### src/rtl/fetch_queue.sv
// rtl/fetch_queue.sv - in-order instruction queue between fetch and decode/rename
// Optional same-cycle bypass into an empty queue: define FETCH_QUEUE_BYPASS_EN.
module fetch_queue #(
  parameter int XLEN       = 32,
  parameter int FetchWidth = 2,
  parameter int IssueWidth = 2,
  parameter int Depth      = 8
) (
  input  logic                           clk_i,
  input  logic                           rst_i,
  input  logic                           flush_i,
  input  logic                           push_valid_i,
  input  logic [$clog2(FetchWidth+1)-1:0] push_count_i,
  input  logic [FetchWidth*32-1:0]       push_instr_i,
  input  logic [XLEN-1:0]                push_pc_i,
  output logic                           push_ready_o,
  output logic [IssueWidth-1:0]          pop_valid_o,
  output logic [IssueWidth*32-1:0]       pop_instr_o,
  output logic [IssueWidth*XLEN-1:0]     pop_pc_o,
  input  logic                           pop_ready_i,
  output logic [$clog2(Depth+1)-1:0]     count_o
);

  localparam int AW  = $clog2(Depth);
  localparam int PW  = AW + 1;
  localparam int CW  = $clog2(Depth + 1);
  localparam int FCW = $clog2(FetchWidth + 1);

  localparam logic [PW-1:0]  ISSUE_C = PW'(IssueWidth);
  localparam logic [PW-1:0]  ROOM_C  = PW'(Depth - FetchWidth);
  localparam logic [FCW-1:0] FETCH_C = FCW'(FetchWidth);

  logic [31:0]     instr_mem [Depth];
  logic [XLEN-1:0] pc_mem    [Depth];

  // Pointers carry one extra wrap bit so full and empty are distinguishable.
  logic [PW-1:0] head, tail, count, n_avail, n_eff, push_amt;
  logic          push_fire, pop_fire, bypass;

  assign count        = tail - head;
  assign count_o      = CW'(count);
  assign push_ready_o = (count <= ROOM_C);
  assign push_amt     = PW'(push_count_i);
  assign n_avail      = (count < ISSUE_C) ? count : ISSUE_C;
  assign push_fire    = push_valid_i && push_ready_o && !flush_i;

`ifdef FETCH_QUEUE_BYPASS_EN
  logic [PW-1:0] byp_n;
  assign byp_n  = (push_amt < ISSUE_C) ? push_amt : ISSUE_C;
  assign bypass = push_fire && (count == '0);
  // Bypassed slots are still written; advancing head past them discards them.
  assign n_eff  = bypass ? byp_n : n_avail;
`else
  assign bypass = 1'b0;
  assign n_eff  = n_avail;
`endif

  assign pop_fire = pop_ready_i && (n_eff != '0) && !flush_i;

  always_ff @(posedge clk_i or posedge rst_i) begin
    if (rst_i) begin
      head <= '0;
      tail <= '0;
    end else if (flush_i) begin
      head <= '0;
      tail <= '0;
    end else begin
      if (push_fire) tail <= tail + push_amt;
      if (pop_fire)  head <= head + n_eff;
    end
  end

  always_ff @(posedge clk_i) begin
    if (push_fire) begin
      for (int k = 0; k < FetchWidth; k++) begin
        if (FCW'(k) < push_count_i) begin
          instr_mem[AW'(tail + PW'(k))] <= push_instr_i[32*k +: 32];
          pc_mem[AW'(tail + PW'(k))]    <= push_pc_i + XLEN'(4 * k);
        end
      end
    end
  end

  for (genvar k = 0; k < IssueWidth; k++) begin : g_pop
    logic [AW-1:0] ridx;
    assign ridx           = AW'(head + PW'(k));
    assign pop_valid_o[k] = !flush_i && (PW'(k) < n_eff);
    if (k < FetchWidth) begin : g_byp
      assign pop_instr_o[32*k +: 32]     = bypass ? push_instr_i[32*k +: 32] : instr_mem[ridx];
      assign pop_pc_o[XLEN*k +: XLEN]    = bypass ? push_pc_i + XLEN'(4 * k) : pc_mem[ridx];
    end else begin : g_mem
      assign pop_instr_o[32*k +: 32]     = instr_mem[ridx];
      assign pop_pc_o[XLEN*k +: XLEN]    = pc_mem[ridx];
    end
  end

  always @(posedge clk_i) begin
    if (!rst_i && push_valid_i)
      assert (push_count_i <= FETCH_C)
      else $error("push_count_i %0d exceeds FetchWidth", push_count_i);
  end

endmodule

### config.mk
export PLATFORM = sky130hd
export DESIGN_NAME = fetch_queue
export DESIGN_NICKNAME = d
export VERILOG_FILES = /design/src/rtl/fetch_queue.sv
export SDC_FILE = /design/constraint.sdc
export NUM_CORES = 1
export LEC_CHECK = 0
export CAP_MARGIN = 20
export CORE_MARGIN = 2
export CORE_UTILIZATION = 60
export CTS_BUF_LIST = sky130_fd_sc_hd__clkbuf_4 sky130_fd_sc_hd__clkbuf_8
export DETAILED_ROUTE_END_ITERATION = 8
export GPL_TIMING_DRIVEN = 0
export PLACE_DENSITY = 0.82
export SLEW_MARGIN = 20
export SYNTH_ARGS = -nofsm -noshare
export SYNTH_HDL_FRONTEND = slang
export SYNTH_SLANG_ARGS = --single-unit
### constraint.sdc
create_clock -name clk_i -period 9.5 [get_ports clk_i]
set_input_delay 1.9 -clock clk_i [delete_from_list [all_inputs] [get_ports clk_i]]
set_output_delay 1.9 -clock clk_i [all_outputs]
set_load 0.01 [all_outputs]
==> reports/metrics.yaml, run 1 <==
setup_path:
  critical_path_buf_inv_count: 7
  critPathArrivalTime_ns: 5.92
  critPathKind: "reg2out"
  slowest_delay_ns: 0.73
  r2r-start: "head[1]"
  slowest_stage: "buf_1"
  crit_chain: "buf_2 -> clkbuf_1 -> buf_1 -> inv_1 -> ha_1 -> nand3b_1 -> nand3_1 -> nor2b_1 -> inv_2 -> buf_2 -> nor3_1 -> a21oi_1 -> clkdlybuf4s50_1"
  start_kind: "flip-flop"
  rrSetupSlack_ns: 2.59
  crit_fanout: 10
  critical_path.endpoint_type: "primary output"
  crit_required_ns: 7.60
  r2r-end: "instr_mem[5][20]"
  path_common_cell: "buf_2"
  rr_worst_depth: 14
  path_delay_family: "buffers and inverters"
place:
  gp_congestion: 0.899
  numPortBuffers: 225
  hpwl_um: 66300
  dp_slack_ns: 2.64
sta:
  worst_pin_slew_ns: 1.16
  setup_viol: 0
  post-route-min-period_ns: 7.82
  drv_slew: 0
  slew_headroom_pct: 22.8
  skew_ns: 0.0343
  hold_viol_final: 0
  max_freq_mhz: 128
  worst_slack_ns: 1.68
  whs_ns: 0.584
  rsz0062_at_grt: "no"
  fin_crit_sh_pct: 82.3
route:
  antenna_left: 0
  vias: 21800
  drt_iter0_drc: 2903
  firstDrtPassIters: 7
  post_drt_via_cell_ratio: 6.75
  routed_wl_um: 95200
  drc_errors: 0
  wl_per_cell_um: 29.6
synth:
  avgSynthCellArea_um2: 14.5
  yosys_warnings: 0
  synth-main-ff-cell: "edfxtp_1"
  synth.distinct_cells: 49
  synth.area.top_cells: "edfxtp_1, mux4_2, mux2_2, nand2_1, xnor2_1"
  synth_fp_nets: 2236
  ys_async_sr_fraction_pct: 1.54
  synth_top_cell_area_share_pct: 50.2
  synth.most_common_cell: "edfxtp_1"
  syn_area_um2: 30600
  synth_edf_count: 512
  yosys-top-cells-count: "edfxtp_1, nand2_1, mux2_2, mux4_2, xnor2_1"
  yosysTopAreaCell: "edfxtp_1"
  yosysSeqAreaShare_pct: 50.8
  ys_ff_latch: 520
  synthCells: 2120
clocking:
  clock_sinks: 520
  cts_max_level: 3
  postCtsResizedCells: 0
  clockRootBuffer: "clkbuf_8"
  cts_tree: "yes"
  cts.reportedPaths.clkPinSlew_ns: 0.06
  clock_latency_ns: 0.70
  ctsHoldBuffers: 0
  postCtsSetupBuffers: 0
  cts_buffers: 87
  clock_path_buffers: 3
floorplan:
  io-pin-count: 238
  rows: 82
  start_util_pct: 61.0
  dieArea_um2: 52900
  die_w_um: 230
  die_y_um: 230
  core_area_um2: 50300
global_route:
  gr-usage-all-layers_pct: 36.1
  grt_pass1_vias: 22400
  grt_pass1_wl_um: 140000
  grt_max_degree: 21
  antenna_found_initial: 7
  grt_overflow: 0
hold_path:
  worst_hold_path.num_cells: 2
  hp-start: "tail[3]"
  hold_path.class: "reg2reg"
  hold_end: "tail[3]"
outcome:
  status: "completed"
layout:
  syn_to_final_growth_pct: 18.7
  utilization_pct: 72.4
  drive_above_1_share_pct: 33.2
  nets: 2588
power:
  p_int_mw: 5.08
  leakage_nw: 11.9
  power_frac_seq_pct: 36.1
  p_switching_mw: 2.77
  combPwrFrac_pct: 38.0
  p_sw_share_pct: 35.3
  power_density_nw_per_um2: 216
  p_clk_share_pct: 25.9
  ir_drop_uv: 158
job:
  timing.max_cap.violations: 0
[stage by stage]
stage | cells | TNS (ns) | cell area (um2) | power, mW
6_report | 3222 | 0 | 36400 | 7.85
5_1_grt | 3216 | 0 | 36400 | 8.04
4_1_cts | 3215 | 0 | 36400 | 7.78
3_5_place_dp | 3055 | 0 | 34600 | 5.77
3_3_place_gp | 3017 | -1847.71 | 33700 | 5.66
2_1_floorplan | 2120 | 0 | 30600 | 4.39
[cell usage in the layout (no fill, tap or decap), types with 6 or more instances in the layout]
master / instances
nor2_1: 132
dfrtp_1: 8
buf_8: 12
diode_2: 7
and4_1: 6
a21oi_1: 11
mux4_2: 256
nor3_1: 8
clkbuf_1: 73
xnor2_1: 133
ha_1: 10
clkinv_1: 24
buf_1: 24
clkdlybuf4s50_1: 225
clkbuf_2: 8
buf_6: 6
xor2_1: 98
mux2_2: 326
clkinv_2: 8
o21ai_0: 7
and3_1: 10
buf_2: 55
nand3_1: 36
inv_1: 9
edfxtp_1: 512
clkbuf_4: 29
nand2_1: 334
clkbuf_8: 90
buf_16: 17
[metal layers]
layer	wire (um)	global-route usage [%]	vias to the layer above
met5	25	0	-
met4	5420	19.1	4
met3	11500	9.46	402
met2	46200	58.7	1720
met1	32100	44.5	10800
li1	-	-	8816
[flip-flops by register name, indices dropped and copies added, names as in the netlist]
name       count
tail           4
instr_mem    256
pc_mem       256
head           4
[worst register-to-register path: cells and delay by family (launching register included)]
family / cells / cell delay (ns)
simple gates: 2 / 0.77
fa+ha+maj: 1 / 0.85
flops: 1 / 0.46
compound gates: 2 / 0.80
buf+inv: 9 / 3.73
[how the worst max path moves through the flow]
stage                     cells after the start         endpoint  slack [ns]    start
after floorplan                              11  instr_mem[0][0]        1.11  head[1]
after global placement                       11  instr_mem[0][8]       -5.67  head[1]
after detailed placement                     10   pop_valid_o[0]        2.64  head[1]
after CTS                                    13   pop_valid_o[0]        1.84  head[1]
after global routing                         13   pop_valid_o[0]        1.54  head[1]
final                                        13   pop_valid_o[0]        1.68  head[1]
[kinds of logic after synthesis]
group	count (synthesis)	share of synthesized area [%]
other	1	0.0122
AOI/OAI and AO/OA	35	0.816
xor gates and xnor gates	233	6.68
adders and majority gates	13	0.604
muxes	587	31.0
buffers and inverters	171	2.31
DFF	520	50.8
and+or+nand+nor	560	7.79
[layout make-up]
class	instances	area (um2)
Sequential cell	520	15600
Multi-Input combinational cell	1429	14500
Fill cell	3197	13900
Timing Repair Buffer	263	3030
Clock buffer	119	1460
Tap cell	672	841
Buffer	160	679
Clock inverter	41	273
Inverter	11	41.3
Antenna cell	7	17.5
[power groups by stage]
stage | Clock [mW] | Combinational, mW | Sequential, mW
2_1_floorplan | 0 | 1.53 | 2.86
3_3_place_gp | 0 | 2.74 | 2.92
3_5_place_dp | 0 | 2.90 | 2.87
4_1_cts | 2.03 | 2.92 | 2.83
5_1_grt | 2.12 | 3.07 | 2.84
6_report | 2.03 | 2.98 | 2.83
No activity file was read; power rests on OpenSTA's default activity.
==> run 2, diff against run 1 <==
Settings changed: CORE_UTILIZATION 60 to 55, PLACE_DENSITY 0.82 to 0.79.
Clock period 9.5 ns to 6.5 ns, I/O delays scaled along.
==> run 2 against run 1 <==
Sequential cell count did not move; die area increased by 8.9%; sequential power increased by 46%; first-iteration DRC count is 9.6% lower; clock power grew 41%; critical path depth shrank 1; critical path type unchanged; critical endpoint unchanged.
==> reports/metrics.yaml, run 2 (same netlist as run 1, synthesis figures left out) <==
outcome:
  status: "completed"  # unchanged
global_route:
  grt_max_degree: 20  # was 21
  antenna_found_initial: 6  # was 7
  grt_overflow: 0  # unchanged
  gr-usage-all-layers_pct: 33.3  # was 36.1%
  grt_pass1_wl_um: 139000  # was 140000 um
  grt_pass1_vias: 22100  # was 22400
clocking:
  cts_tree: "yes"  # unchanged
  postCtsSetupBuffers: 0  # unchanged
  cts_buffers: 88  # was 87
  cts_max_level: 3  # unchanged
  cts.reportedPaths.clkPinSlew_ns: 0.06  # about the same
  clockRootBuffer: "clkbuf_8"  # unchanged
  clock_latency_ns: 0.69  # was 0.70 ns
  clock_path_buffers: 3  # unchanged
  ctsHoldBuffers: 0  # unchanged
  clock_sinks: 520  # unchanged
route:
  antenna_left: 0  # unchanged
  drt_iter0_drc: 2623  # was 2903
  routed_wl_um: 95100  # was 95200 um
  drc_errors: 0  # unchanged
  vias: 21500  # was 21800
  firstDrtPassIters: 6  # was 7
  post_drt_via_cell_ratio: 6.53  # was 6.75
  wl_per_cell_um: 28.9  # was 29.6 um
layout:
  syn_to_final_growth_pct: 19.1  # was 18.7%
  final_area_um2: 36500  # was 36400 um2
  multi_input_area_um2: 14500  # unchanged
  regArea_um2: 15600  # unchanged
  nets: 2589  # was 2588
  final_cells: 3291  # was 3222
  layout_commonest_cell: "edfxtp_1"  # unchanged
  drive_above_1_share_pct: 33.2  # about the same
  n_fill_cell: 3877  # was 3197
  final_cell_mix: "edfxtp_1, nand2_1, mux2_2"  # unchanged
  largestRegisters: "instr_mem x256, pc_mem x256"  # unchanged
floorplan:
  rows: 86  # was 82
  dieArea_um2: 57600  # was 52900 um2
  die_w_um: 240  # was 230 um
  start_util_pct: 55.6  # was 61.0%
  io-pin-count: 238  # unchanged
  core_area_um2: 55100  # was 50300 um2
  die_y_um: 240  # was 230 um
setup_path:
  start_kind: "flip-flop"  # unchanged
  crit_chain: "buf_2 -> buf_2 -> inv_1 -> ha_1 -> nand3b_1 -> nand3_1 -> nor2b_1 -> inv_2 -> buf_2 -> nor3_1 -> a21oi_1 -> clkdlybuf4s50_1"  # was buf_2 -> clkbuf_1 -> buf_1 -> inv_1 -> ha_1 -> nand3b_1 -> nand3_1 -> nor2b_1 -> inv_2 -> buf_2 -> nor3_1 -> a21oi_1 -> clkdlybuf4s50_1
  path_common_cell: "buf_2"  # unchanged
  crit_required_ns: 5.20  # was 7.60 ns
  critical_path_buf_inv_count: 6  # was 7
  slowest_delay_ns: 0.54  # was 0.73 ns
  crit_fanout: 19  # was 10
  critical_path.endpoint_type: "primary output"  # unchanged
  critPathKind: "reg2out"  # unchanged
  slowest_stage: "buf_2"  # was buf_1
  path_delay_family: "buffers and inverters"  # unchanged
  critPathArrivalTime_ns: 4.94  # was 5.92 ns
place:
  gp_congestion: 0.885  # was 0.899
  hpwl_um: 66600  # was 66300 um
  numPortBuffers: 225  # unchanged
  postPlaceCellArea_um2: 34800  # was 34600 um2
  place_inst: 3132  # was 3055
sta:
  finalSetupTns_ns: 0  # unchanged
  post-route-min-period_ns: 6.24
  whs_ns: 0.600  # was 0.584 ns
  fin_crit_sh_pct: 96.0
  worst_pin_slew_ns: 1.17  # was 1.16 ns
  drv_slew: 0  # unchanged
  setup_viol: 0  # unchanged
  rsz0062_at_grt: "no"  # unchanged
  slew_headroom_pct: 22.0  # was 22.8%
  max_freq_mhz: 160
  skew_ns: 0.0267  # was 0.0343 ns
  hold_viol_final: 0  # unchanged
power:
  leakage_nw: 11.9  # about the same
  power_density_nw_per_um2: 311  # was 216 nW/um2
  ir_drop_uv: 303  # was 158 uV
job:
  timing.max_cap.violations: 0  # unchanged
hold_path:
  hold_path.class: "reg2reg"  # unchanged
[run 2: what timing repair did]
action / 4_1_cts / 5_1_grt
setup endpoints to repair: 27 / 0
resized for setup: 1 / 0
hold endpoints to repair: 0 / 0
[run 2: report_power, final]
part           internal (mW)  leakage (nW)  switching (mW)  total (mW)
combinational           1.83          6.31            2.51        4.35
sequential              4.00          4.73           0.128        4.13
clock                   1.52         0.886            1.34        2.86
total                   7.36          11.9            3.99        11.3
[run 2: stage by stage]
stage                     utilization [%]  worst slack, ns  power (mW)
final                                66.2            0.262        11.3
after global routing                 66.2           0.0452        11.6
after CTS                            66.2            0.325        11.3
after detailed placement             63.2           -0.101        8.44
after global placement               61.4            -4.97        8.28
after floorplan                         -          -0.0853        6.40
[run 2: tightest hold or removal path, delay by kind of cell (launching register included)]
| kind | cells | cell delay (ns) |
|---|---|---|
| compound gates | 2 | 0.15 |
| flops | 1 | 0.41 |
[run 2: final timing paths]
| path | slack [ns] | cells past startpoint | endpoint | start |
|---|---|---|---|---|
| setup / recovery | 0.26 | 12 | pop_valid_o[0] | head[1] |
| max in group asynchronous | 5.25 | 2 | head[3] | rst_i |
| hold / removal | 0.60 | 2 | head[3] | head[3] |
| hold reg to reg | 0.60 | 2 | head[3] | head[3] |
| setup reg to reg | 0.54 | 13 | pc_mem[3][1] | head[1] |
| min in group asynchronous | 1.00 | 2 | head[0] | rst_i |
[run 2: layout make-up]
type / instances / share of cell area, %
diodes: 5 / 0.0343
plain buffers: 159 / 1.86
clock buffers: 121 / 4.10
clock inverters: 34 / 0.470
inverters: 11 / 0.113
multi-input cells: 1429 / 39.7
flip-flops and latches: 520 / 42.7
well taps: 748 / 2.56
repair buffers: 264 / 8.52
[run 2: routing by layer]
metal	up-vias	GRT usage, %	routed length, um
met2	1565	55.4	47100
met5	-	0	43
met3	322	8.30	10700
met1	10800	41.1	32800
li1	8808	-	-
met4	6	15.7	4440
